`src/rtl/grant_bus_ctrl.sv`:
```
// rtl/grant_bus_ctrl.sv - grant-driven single-burst owner of a shared target bus
module grant_bus_ctrl #(
  parameter int DATA_W    = 8,
  parameter int BURST_LEN = 4,
  parameter int TIMEOUT   = 15
) (
  input  logic              clk,
  input  logic              rst,
  input  logic              gnt_0,
  input  logic              gnt_1,
  input  logic [DATA_W-1:0] data_0,
  input  logic              vld_0,
  output logic              rdy_0,
  input  logic [DATA_W-1:0] data_1,
  input  logic              vld_1,
  output logic              rdy_1,
  output logic [DATA_W-1:0] out_data,
  output logic              out_vld,
  input  logic              out_rdy,
  output logic              done_0,
  output logic              done_1,
  output logic              abort_0,
  output logic              abort_1,
  output logic              busy
);

  typedef enum logic [1:0] {
    IDLE = 2'd0,
    OWN0 = 2'd1,
    OWN1 = 2'd2,
    FIN  = 2'd3
  } state_t;

  localparam logic [7:0] LAST_BEAT = 8'(BURST_LEN - 1);
  localparam logic [7:0] LAST_IDLE = 8'(TIMEOUT - 1);

  state_t     state_q, state_d;
  logic [7:0] beat_cnt_q, beat_cnt_d;
  logic [7:0] idle_cnt_q, idle_cnt_d;
  logic       done_0_q, done_0_d;
  logic       done_1_q, done_1_d;
  logic       abort_0_q, abort_0_d;
  logic       abort_1_q, abort_1_d;
  logic       beat_acc;
  logic       owner_gnt;

  // Forwarding path: steer the owner's stream to the target, everything idle otherwise
  always_comb begin
    out_data = '0;
    out_vld  = 1'b0;
    rdy_0    = 1'b0;
    rdy_1    = 1'b0;
    case (state_q)
      OWN0: begin
        out_data = data_0;
        out_vld  = vld_0;
        rdy_0    = out_rdy & vld_0;
      end
      OWN1: begin
        out_data = data_1;
        out_vld  = vld_1;
        rdy_1    = out_rdy & vld_1;
      end
      default: ;
    endcase
    beat_acc  = out_vld & out_rdy;
    owner_gnt = (state_q == OWN0) ? gnt_0 : gnt_1;
  end

  // Next-state and counter logic; last beat outranks grant drop, which outranks timeout
  always_comb begin
    state_d    = state_q;
    beat_cnt_d = beat_cnt_q;
    idle_cnt_d = idle_cnt_q;
    done_0_d   = 1'b0;
    done_1_d   = 1'b0;
    abort_0_d  = 1'b0;
    abort_1_d  = 1'b0;
    case (state_q)
      IDLE: begin
        beat_cnt_d = '0;
        idle_cnt_d = '0;
        if (gnt_0) begin
          state_d = OWN0;
        end else if (gnt_1) begin
          state_d = OWN1;
        end
      end
      OWN0, OWN1: begin
        if (beat_acc && beat_cnt_q == LAST_BEAT) begin
          state_d  = FIN;
          done_0_d = (state_q == OWN0);
          done_1_d = (state_q == OWN1);
        end else if (!owner_gnt ||
                     (!beat_acc && idle_cnt_q == LAST_IDLE)) begin
          state_d   = FIN;
          abort_0_d = (state_q == OWN0);
          abort_1_d = (state_q == OWN1);
        end else if (beat_acc) begin
          beat_cnt_d = beat_cnt_q + 8'd1;
          idle_cnt_d = '0;
        end else begin
          idle_cnt_d = idle_cnt_q + 8'd1;
        end
      end
      FIN: begin
        state_d    = IDLE;
        beat_cnt_d = '0;
        idle_cnt_d = '0;
      end
      default: state_d = IDLE;
    endcase
  end

  // State, counters and completion pulses; reset drops any burst without a pulse
  always_ff @(posedge clk) begin
    if (rst) begin
      state_q    <= IDLE;
      beat_cnt_q <= '0;
      idle_cnt_q <= '0;
      done_0_q   <= 1'b0;
      done_1_q   <= 1'b0;
      abort_0_q  <= 1'b0;
      abort_1_q  <= 1'b0;
    end else begin
      state_q    <= state_d;
      beat_cnt_q <= beat_cnt_d;
      idle_cnt_q <= idle_cnt_d;
      done_0_q   <= done_0_d;
      done_1_q   <= done_1_d;
      abort_0_q  <= abort_0_d;
      abort_1_q  <= abort_1_d;
    end
  end

  assign done_0  = done_0_q;
  assign done_1  = done_1_q;
  assign abort_0 = abort_0_q;
  assign abort_1 = abort_1_q;
  assign busy    = (state_q != IDLE);

endmodule

```
`config.mk`:
```
export PLATFORM = sky130hd
export DESIGN_NAME = grant_bus_ctrl
export DESIGN_NICKNAME = d
export VERILOG_FILES = /design/src/rtl/grant_bus_ctrl.sv
export SDC_FILE = /design/constraint.sdc
export NUM_CORES = 1
export LEC_CHECK = 0
export BUFFER_PORTS_ARGS = -buffer_cell sky130_fd_sc_hd__buf_4
export CELL_PAD_IN_SITES_DETAIL_PLACEMENT = 0
export CELL_PAD_IN_SITES_GLOBAL_PLACEMENT = 1
export CORE_UTILIZATION = 30
export DETAILED_ROUTE_END_ITERATION = 12
export GPL_TIMING_DRIVEN = 0
export PLACE_DENSITY = 0.61
export SYNTH_ARGS = -nofsm -noshare
export SYNTH_HDL_FRONTEND = slang
export SYNTH_SLANG_ARGS = --single-unit
```
`constraint.sdc`:
```
create_clock -name clk -period 3.6 [get_ports clk]
set_clock_uncertainty 0.05 [all_clocks]
set_input_delay 0.18 -clock clk [delete_from_list [all_inputs] [get_ports clk]]
set_output_delay 0.18 -clock clk [all_outputs]
set_load 0.02 [all_outputs]
```
==> flow_summary.json, run 1 <==
{
  "drtIter0Drc": 77,
  "maxSlewHeadroom": 0.609,
  "postCtsSetupBuffers": 0,
  "synth_edf_count": 0,
  "antenna_found_initial": 0,
  "drive_gt1_frac": 0.260,
  "drt-total-wl_um": 4450,
  "p_per_area_nw_per_um2": 531,
  "ys_types": 45,
  "grt_pass1_wl_um": 7230,
  "vdd_drop_max_mv": 0.152,
  "synth-seq-cells": 22,
  "postLayoutCellArea_um2": 1900,
  "insertion_delay_ns": 0.26,
  "synthesis.area_um2": 1470,
  "yosysWarnings": 0,
  "num_antenna_cells": 0,
  "synth.avg_cell_area_um2": 8.14,
  "drt-wirelength-per-cell_um": 15.3,
  "critPathCaptureType": "register",
  "p_leak_nw": 0.694,
  "vias": 1598,
  "critical_path_required_ns": 3.74,
  "tightest_slew_ns": 0.583,
  "htreeDepth": 1,
  "drc_errors": 0,
  "setup.worst_path.start_class": "register",
  "die_area_um2": 5200,
  "hold_viol_final": 0,
  "crit_fanout": 10,
  "ys_seq_area_frac": 0.299,
  "cts_root_buffer": "clkbuf_8",
  "drtPass1Iterations": 4,
  "min_path_type": "in2reg",
  "n_fill_cell": 488,
  "rsz0062_at_grt": "false",
  "gp_congestion": 0.767,
  "clock.fmax_mhz": 424,
  "setup_viol": 0,
  "layout_common_cells": "38 x buf_4, 22 x dfxtp_1, 19 x nand2_1, 16 x nor2_1, 9 x nand3_1",
  "die_y_um": 72.1,
  "finalCriticalPeriod_ns": 2.36,
  "syn2layout_area_growth_pct": 28.8,
  "cts_hold_buf": 0,
  "die_w_um": 72.1,
  "via_per_inst": 5.51,
  "clk_path_buf_depth": 2,
  "grt_max_degree": 13,
  "clock-sinks": 22,
  "maxSlewViolCount": 0,
  "critPathKind": "reg2reg",
  "overflow": 0,
  "ant_nets": 0,
  "final_nets": 253,
  "cts_tree": "yes",
  "setup_tns_ns": 0,
  "portBuffers": 38,
  "min_period_over_period": 0.656,
  "max-cap-violations": 0,
  "start_util": 0.312,
  "cp.arrival_ns": 2.50,
  "status": "complete, no violations",
  "placementRows": 25,
  "dpl_cell_area_um2": 1840,
  "synthFlopType": "dfxtp_1",
  "core_um2": 4720,
  "path_clk_slew_ns": 0.08,
  "syn_inst": 181,
  "dp_hpwl_um": 3380,
  "cts-resized-gates": 0,
  "async_flop_share": 0,
  "final_common_cell": "buf_4",
  "grt_use_total": 0.177,
  "grt_pass1_vias": 1523,
  "pin_count": 39,
  "cts_buffers": 3,
  "synth_nets": 210
}
-- Yosys cell counts (all sizes together), types with 4 or more instances --
library cell	count	area, um^2
dfxtp	22	440
nor3	4	20.0
or3	6	37.5
nor2	16	60.1
nand3	9	45.0
a21oi	5	28.8
a22oi	9	72.6
nand2	19	71.3
inv	8	30.0
o2111ai	5	43.8
ha	6	75.1
a211oi	5	42.5
clkbuf	6	22.5
o21ai	5	25.0
o211ai	4	30.0
and3	6	37.5
-- per-stage QoR --
step / hold slack (ns) / power [W] / utilization / cells / worst slack [ns]
4_1_cts: 0.163 / 0.00102 / 0.402 / 290 / 1.21
3_5_place_dp: 0.443 / 0.000832 / 0.390 / 286 / 1.30
6_report: 0.170 / 0.00101 / 0.402 / 290 / 1.24
3_3_place_gp: 0.427 / 0.000827 / 0.390 / 286 / 1.27
5_1_grt: 0.177 / 0.00108 / 0.402 / 290 / 0.978
2_1_floorplan: 0.322 / 0.000660 / - / 181 / 1.73
-- kinds of logic after synthesis --
logic type,count (synthesis),synth area share
AOI/OAI and AO/OA,56,0.304
adders and majority gates,6,0.0509
buffers and inverters,18,0.0526
DFF,22,0.299
muxes,3,0.0212
and+or+nand+nor,76,0.273
-- worst paths after layout --
kind / cells past startpoint / from / end / slack [ns]
setup / recovery: 7 / state_q[0]$_SDFFE_PP0P_ / idle_cnt_q[5]$_SDFFE_PP0P_ / 1.24
hold / removal: 3 / rst / idle_cnt_q[4]$_SDFFE_PP0P_ / 0.17
setup reg to reg: 7 / state_q[0]$_SDFFE_PP0P_ / idle_cnt_q[5]$_SDFFE_PP0P_ / 1.24
hold reg to reg: 2 / beat_cnt_q[1]$_SDFFE_PP0P_ / beat_cnt_q[1]$_SDFFE_PP0P_ / 0.45
-- layer usage --
layer,vias to the layer above,GRT usage,routed length (um)
met3,4,0.0292,319
met2,77,0.313,2090
met5,-,0,0
met1,735,0.226,2000
met4,0,0.0392,35
li1,782,-,-
-- state kept, by name, indices dropped and copies added (netlist names) --
signal / count
state_q: 2
abort_1: 1
done_1: 1
beat_cnt_q: 8
idle_cnt_q: 8
done_0: 1
abort_0: 1
-- worst max-delay path, stage by stage, from the launching register on --
cell and delay, ns:
dfxtp_1 0.37, inv_1 0.09, ha_1 0.27, buf_2 0.20, clkinv_1 0.27, a211oi_1 0.55, nand3_1 0.26, o21ai_0 0.21
-- final cells by class --
cell class / instances / area (um^2) / area share
multi-input combinational: 141 / 956 / 0.504
clock buffer: 4 / 55.1 / 0.0290
sequential: 22 / 440 / 0.232
tap: 67 / 83.8 / 0.0442
inverter: 9 / 33.8 / 0.0178
buffer: 9 / 43.8 / 0.0231
timing repair buffer: 38 / 285 / 0.150
-- power breakdown --
part	internal, W	switching [W]
Clock	0.0000976	0.0000842
Combinational	0.000196	0.000357
Sequential	0.000258	0.0000136
Total	0.000552	0.000455
Note: power is estimated with default switching activity, not from simulation.
==> run 2, diff against run 1 <==
--- a/config.mk
+++ b/config.mk
@@ -5,13 +5,14 @@
 export SDC_FILE = /design/constraint.sdc
 export NUM_CORES = 1
 export LEC_CHECK = 0
+export ABC_AREA = 1
 export BUFFER_PORTS_ARGS = -buffer_cell sky130_fd_sc_hd__buf_4
 export CELL_PAD_IN_SITES_DETAIL_PLACEMENT = 0
 export CELL_PAD_IN_SITES_GLOBAL_PLACEMENT = 1
 export CORE_UTILIZATION = 30
 export DETAILED_ROUTE_END_ITERATION = 12
 export GPL_TIMING_DRIVEN = 0
-export PLACE_DENSITY = 0.61
+export PLACE_DENSITY = 0.64
 export SYNTH_ARGS = -nofsm -noshare
 export SYNTH_HDL_FRONTEND = slang
 export SYNTH_SLANG_ARGS = --single-unit
==> constraint.sdc (replaced) <==
create_clock -name clk -period 2.41 [get_ports clk]
set_clock_uncertainty 0.05 [all_clocks]
set_input_delay 0.1205 -clock clk [delete_from_list [all_inputs] [get_ports clk]]
set_output_delay 0.1205 -clock clk [all_outputs]
set_load 0.02 [all_outputs]
==> flow_summary.json, run 2 <==
{
  "drtIter0Drc": 36,
  "synth.avg_cell_area_um2": 6.33,
  "synth_nets": 265,
  "seq_power_share": 0.214,
  "finalCriticalPeriod_ns": 2.22,
  "p_total_w": 0.00219,
  "ant_nets": 0,
  "die_area_um2": 5270,
  "cp.arrival_ns": 2.04,
  "postCtsSetupBuffers": 0,
  "ys_seq_area_frac": 0.295,
  "gp_congestion": 0.790,
  "drive_gt1_frac": 0.226,
  "cts_tree": "yes",
  "pin_count": 39,
  "synth_top_family_by_area": "simple AND/OR/NAND/NOR gates",
  "max-cap-violations": 0,
  "met3WireLength_um": 227,
  "yosysWarnings": 0,
  "insertion_delay_ns": 0.27,
  "grt_use_total": 0.147,
  "path_clk_slew_ns": 0.08,
  "setup.worst_path.start_class": "register",
  "drt-total-wl_um": 3720,
  "synthTopCellsByArea": "dfxtp_1 29%, nand2_1 18%, a21oi_1 8.0%, nor2_1 7.3%, inv_1 7.0%",
  "syn_inst": 236,
  "hold_viol_final": 0,
  "r2r_setup_slack_ns": 0.40,
  "clock-sinks": 22,
  "wl_met2_um": 1590,
  "rsz0062_at_grt": "false",
  "portBuffers": 38,
  "critPathCaptureType": "primary output",
  "cts_buffers": 3,
  "dp_hpwl_um": 2860,
  "syn2layout_area_growth_pct": 30.5,
  "synthesis.area_um2": 1490,
  "vias": 1516,
  "synthXorXnorAreaFrac": 0.00586,
  "grt_max_degree": 14,
  "netlist_top_cells_count": "70 x nand2_1, 29 x nor2_1, 28 x inv_1",
  "setup_viol": 0,
  "synth-seq-cells": 22,
  "p_leak_nw": 0.864,
  "synthFlopType": "dfxtp_1",
  "synth-simple-area-share": 0.422,
  "clk_path_buf_depth": 2,
  "crit_fanout": 10,
  "synth-compound-area-share": 0.123,
  "synth.most_common_cell": "nand2_1",
  "drc_errors": 0,
  "critPathKind": "reg2out",
  "p_comb_frac": 0.624,
  "p_per_area_nw_per_um2": 1120,
  "final_common_cell": "nand2_1",
  "p_sw_frac": 0.483,
  "status": "complete, no violations",
  "n_fill_cell": 543,
  "wl_met1_um": 1860,
  "yosys.area.top_type_share": 0.295,
  "min_path_type": "in2reg",
  "synth.area.mux_share": 0,
  "die_w_um": 72.6,
  "tightest_slew_ns": 0.499,
  "drt-wirelength-per-cell_um": 10.8,
  "core_um2": 4750,
  "grt_pass1_wl_um": 6050,
  "synthAdderAreaFrac": 0.0503,
  "top_layer_used": "met4",
  "via_per_inst": 4.38,
  "final_nets": 309,
  "htreeDepth": 1,
  "clock.fmax_mhz": 451,
  "maxSlewHeadroom": 0.667,
  "num_antenna_cells": 0,
  "setup_tns_ns": 0,
  "vdd_drop_max_mv": 0.498,
  "critical_path_required_ns": 2.24,
  "clockPowerShare": 0.162,
  "die_y_um": 72.6,
  "yosysTopAreaCell": "dfxtp_1",
  "async_flop_share": 0,
  "internal_power_w": 0.00113,
  "start_util": 0.314,
  "grt_pass1_vias": 1329,
  "min_period_over_period": 0.919,
  "power.net_switching_w": 0.00106,
  "antenna_found_initial": 0,
  "overflow": 0,
  "maxSlewViolCount": 0,
  "reg.largest.list": "beat_cnt_q (8), idle_cnt_q (8), state_q (2)",
  "layout_common_cells": "70 x nand2_1, 39 x buf_4, 29 x nor2_1, 28 x inv_1, 24 x a21oi_1",
  "placementRows": 25,
  "cts_root_buffer": "clkbuf_8",
  "drtPass1Iterations": 5,
  "synth_edf_count": 0,
  "ys_types": 28
}
==> run 2: worst max-delay path, stage by stage (launching register included) <==
cell	delay [ns]
dfxtp_1	0.37
inv_1	0.07
ha_1	0.29
buf_4	0.21
clkinvlp_4	0.24
clkbuf_2	0.27
a21oi_1	0.16
buf_4	0.16
==> run 2: power by group through the flow <==
stage	Combinational (W)	Clock (W)	Sequential [W]
after detailed placement	0.00138	0	0.000477
after CTS	0.00139	0.000364	0.000469
after global routing	0.00154	0.000375	0.000475
final	0.00137	0.000354	0.000468
after global placement	0.00139	0	0.000477
after floorplan	0.00100	0	0.000470
==> run 2: path summary, 6_finish.rpt <==
path,startpoint,endpoint,cells after the start
worst max-delay path,state_q[0]$_SDFFE_PP0P_,out_data[2],7
worst min-delay path,gnt_1,state_q[1]$_SDFFE_PP0P_,6
worst min register to register,beat_cnt_q[4]$_SDFFE_PP0P_,beat_cnt_q[4]$_SDFFE_PP0P_,2
worst max register to register,state_q[0]$_SDFFE_PP0P_,idle_cnt_q[1]$_SDFFE_PP0P_,10
==> run 2: logic make-up (layout without fill, tap and decap cells) <==
family                   count (synthesis)  after routing
AND/OR/NAND/NOR                        137            137
buffers and inverters                   36             79
AO/OA/AOI/OAI                           34             34
flip-flops                              22             22
adder cells (fa/ha/maj)                  6              6
XOR/XNOR                                 1              1
==> run 2: metrics by stage <==
stage	hold slack (ns)	cells	instance area [um^2]	util	setup WS (ns)
after floorplan	0.147	236	1490	-	0.626
after global placement	0.268	341	1860	0.392	0.293
after detailed placement	0.269	341	1860	0.392	0.288
after CTS	0.229	346	1950	0.409	0.0500
after global routing	0.271	346	1950	0.410	0.0482
final	0.228	346	1950	0.410	0.195
==> run 2: what timing repair did <==
action                                  in CTS  in global routing
gates resized for setup                      1                  1
endpoints found under the setup margin       9                  9
hold buffers                                 1                  0
hold endpoints to repair                     2                  0
==> run 2: final cells by class <==
| type | instances | area (um^2) | area share |
|---|---|---|---|
| Buffer | 6 | 43.8 | 0.0225 |
| Clock buffer | 3 | 41.3 | 0.0212 |
| Clock inverter | 1 | 30.0 | 0.0154 |
| Inverter | 30 | 116 | 0.0597 |
| Multi-Input combinational cell | 178 | 898 | 0.461 |
| Sequential cell | 22 | 440 | 0.226 |
| Tap cell | 67 | 83.8 | 0.0430 |
| Timing Repair Buffer | 39 | 295 | 0.151 |
==> run 2: layer usage <==
| layer | vias to the layer above | GRT usage |
|---|---|---|
| met3 | 4 | 0.0264 |
| met5 | - | 0 |
| met4 | 0 | 0.0458 |
| met1 | 635 | 0.193 |
| met2 | 38 | 0.243 |
| li1 | 839 | - |
==> run 3, diff against run 2 <==
--- a/config.mk
+++ b/config.mk
@@ -5,14 +5,13 @@
 export SDC_FILE = /design/constraint.sdc
 export NUM_CORES = 1
 export LEC_CHECK = 0
-export ABC_AREA = 1
 export BUFFER_PORTS_ARGS = -buffer_cell sky130_fd_sc_hd__buf_4
 export CELL_PAD_IN_SITES_DETAIL_PLACEMENT = 0
 export CELL_PAD_IN_SITES_GLOBAL_PLACEMENT = 1
 export CORE_UTILIZATION = 30
 export DETAILED_ROUTE_END_ITERATION = 12
 export GPL_TIMING_DRIVEN = 0
-export PLACE_DENSITY = 0.64
+export PLACE_DENSITY = 0.61
 export SYNTH_ARGS = -nofsm -noshare
 export SYNTH_HDL_FRONTEND = slang
 export SYNTH_SLANG_ARGS = --single-unit
==> flow_summary.json, run 3 (synthesis gave the netlist of run 1 again) <==
{
  "status": "complete, no violations",
  "min_path_type": "in2reg",
  "max-cap-violations": 0,
  "pre_cts_ws_ns": 0.110,
  "min_from": "rst",
  "reg.largest.list": "beat_cnt_q (8), idle_cnt_q (8), state_q (2)",
  "placementRows": 25,
  "clockPowerShare": 0.179,
  "tightest_slew_ns": 0.578,
  "ant_nets": 0,
  "via_per_inst": 5.48,
  "maxSlewHeadroom": 0.615,
  "antenna_found_initial": 0,
  "grt_max_degree": 13,
  "p_sw_frac": 0.455,
  "critical_path_required_ns": 2.55,
  "layout_common_cells": "38 x buf_4, 22 x dfxtp_1, 19 x nand2_1, 15 x nor2_1",
  "setup_viol": 0,
  "drc_errors": 0,
  "vias": 1590,
  "final_common_cell": "buf_4",
  "grt_use_total": 0.177,
  "grt_pass1_wl_um": 7230,
  "hold_ws_ns": 0.114,
  "dp_hpwl_um": 3380,
  "syn2layout_area_growth_pct": 30.0,
  "cts_tree": "yes",
  "p_leak_nw": 0.696,
  "maxSlewViolCount": 0,
  "gp_congestion": 0.767,
  "num_antenna_cells": 0,
  "overflow": 0,
  "path_delay_family": "compound AO/OA/AOI/OAI gates",
  "cts_root_buffer": "clkbuf_8",
  "drtIter0Drc": 81,
  "internal_power_w": 0.000835,
  "pin_count": 39,
  "finalCriticalPeriod_ns": 2.19,
  "final_nets": 253,
  "crit_buf_inv": 2,
  "htreeDepth": 1,
  "vdd_drop_max_mv": 0.228,
  "crit_chain": "inv_1 > ha_1 > buf_2 > nand2_1 > o41ai_2 > a211oi_1 > o211ai_1",
  "start_util": 0.312,
  "die_w_um": 72.1,
  "postCtsSetupBuffers": 0,
  "drtPass1Iterations": 4,
  "p_total_w": 0.00153,
  "critPathCaptureType": "register",
  "r2r_start": "state_q[0]$_SDFFE_PP0P_",
  "drt-wirelength-per-cell_um": 15.3,
  "rsz0062_at_grt": "true",
  "cts_buffers": 3,
  "hold_viol_final": 0,
  "drt-total-wl_um": 4440,
  "setup.worst_path.start_class": "register",
  "die_area_um2": 5200,
  "drive_gt1_frac": 0.283,
  "crit_start": "state_q[0]$_SDFFE_PP0P_",
  "p_per_area_nw_per_um2": 800,
  "insertion_delay_ns": 0.26,
  "core_um2": 4720,
  "cts_hold_buf": 0,
  "min_period_over_period": 0.910,
  "slowest_delay_ns": 0.58,
  "cp.arrival_ns": 2.33,
  "p_comb_frac": 0.556,
  "crit_slowest_cell": "o41ai_2",
  "path_clk_slew_ns": 0.09,
  "crit_fanout": 10,
  "clock-sinks": 22,
  "seq_power_share": 0.265,
  "die_y_um": 72.1,
  "grt_pass1_vias": 1523,
  "clock.fmax_mhz": 456,
  "worst_slack_ns": 0.216,
  "critPathKind": "reg2reg",
  "power.net_switching_w": 0.000698,
  "clk_path_buf_depth": 2,
  "portBuffers": 38
}
==> run 3: final timing paths <==
path | end | slack, ns | depth (start not counted)
hold / removal | idle_cnt_q[4]$_SDFFE_PP0P_ | 0.11 | 3
setup reg to reg | state_q[0]$_SDFFE_PP0P_ | 0.22 | 7
hold reg to reg | beat_cnt_q[1]$_SDFFE_PP0P_ | 0.45 | 2
setup / recovery | state_q[0]$_SDFFE_PP0P_ | 0.22 | 7
==> run 3: worst reg2reg max path: cells and delay by family, from the launching register on <==
kind,cells,cell delay (ns)
fa+ha+maj,1,0.27
compound gates,3,0.94
buf+inv,2,0.31
simple gates,1,0.17
flops,1,0.37
==> run 3: layer usage <==
layer / track usage / up-vias / part of all wire
li1: - / 783 / -
met2: 0.313 / 65 / 0.45
met3: 0.0292 / 4 / 0.056
met1: 0.226 / 738 / 0.48
met4: 0.0392 / 0 / 0.0081
met5: 0 / - / 0
==> run 3: cell type report <==
class	instances	area [um^2]
fill	492	2810
sequential	22	440
multi-input combinational	141	968
inverter	9	37.5
buffer	9	45.0
clock buffer	4	55.1
timing repair buffer	38	285
tap	67	83.8
==> run 3: power groups by stage <==
stage / clock network (W) / registers [W] / logic [W]
global placement: 0 / 0.000413 / 0.000821
detailed placement: 0 / 0.000415 / 0.000828
global route: 0.000296 / 0.000411 / 0.000939
finish: 0.000275 / 0.000407 / 0.000852
CTS: 0.000284 / 0.000406 / 0.000830
floorplan: 0 / 0.000413 / 0.000572
==> run 3: what timing repair did <==
action                                  4_1_cts  5_1_grt
gates resized for setup                       0        6
endpoints found under the setup margin        0       17
endpoints found under the hold margin         0        0
==> run 3: stage by stage <==
stage / TNS, ns / utilization / cell area, um^2 / cells
after global placement: 0 / 0.390 / 1840 / 286
after detailed placement: 0 / 0.390 / 1840 / 286
final: 0 / 0.406 / 1920 / 290
after floorplan: 0 / - / 1470 / 181
after global routing: -0.0144 / 0.406 / 1920 / 290
after CTS: 0 / 0.402 / 1900 / 290
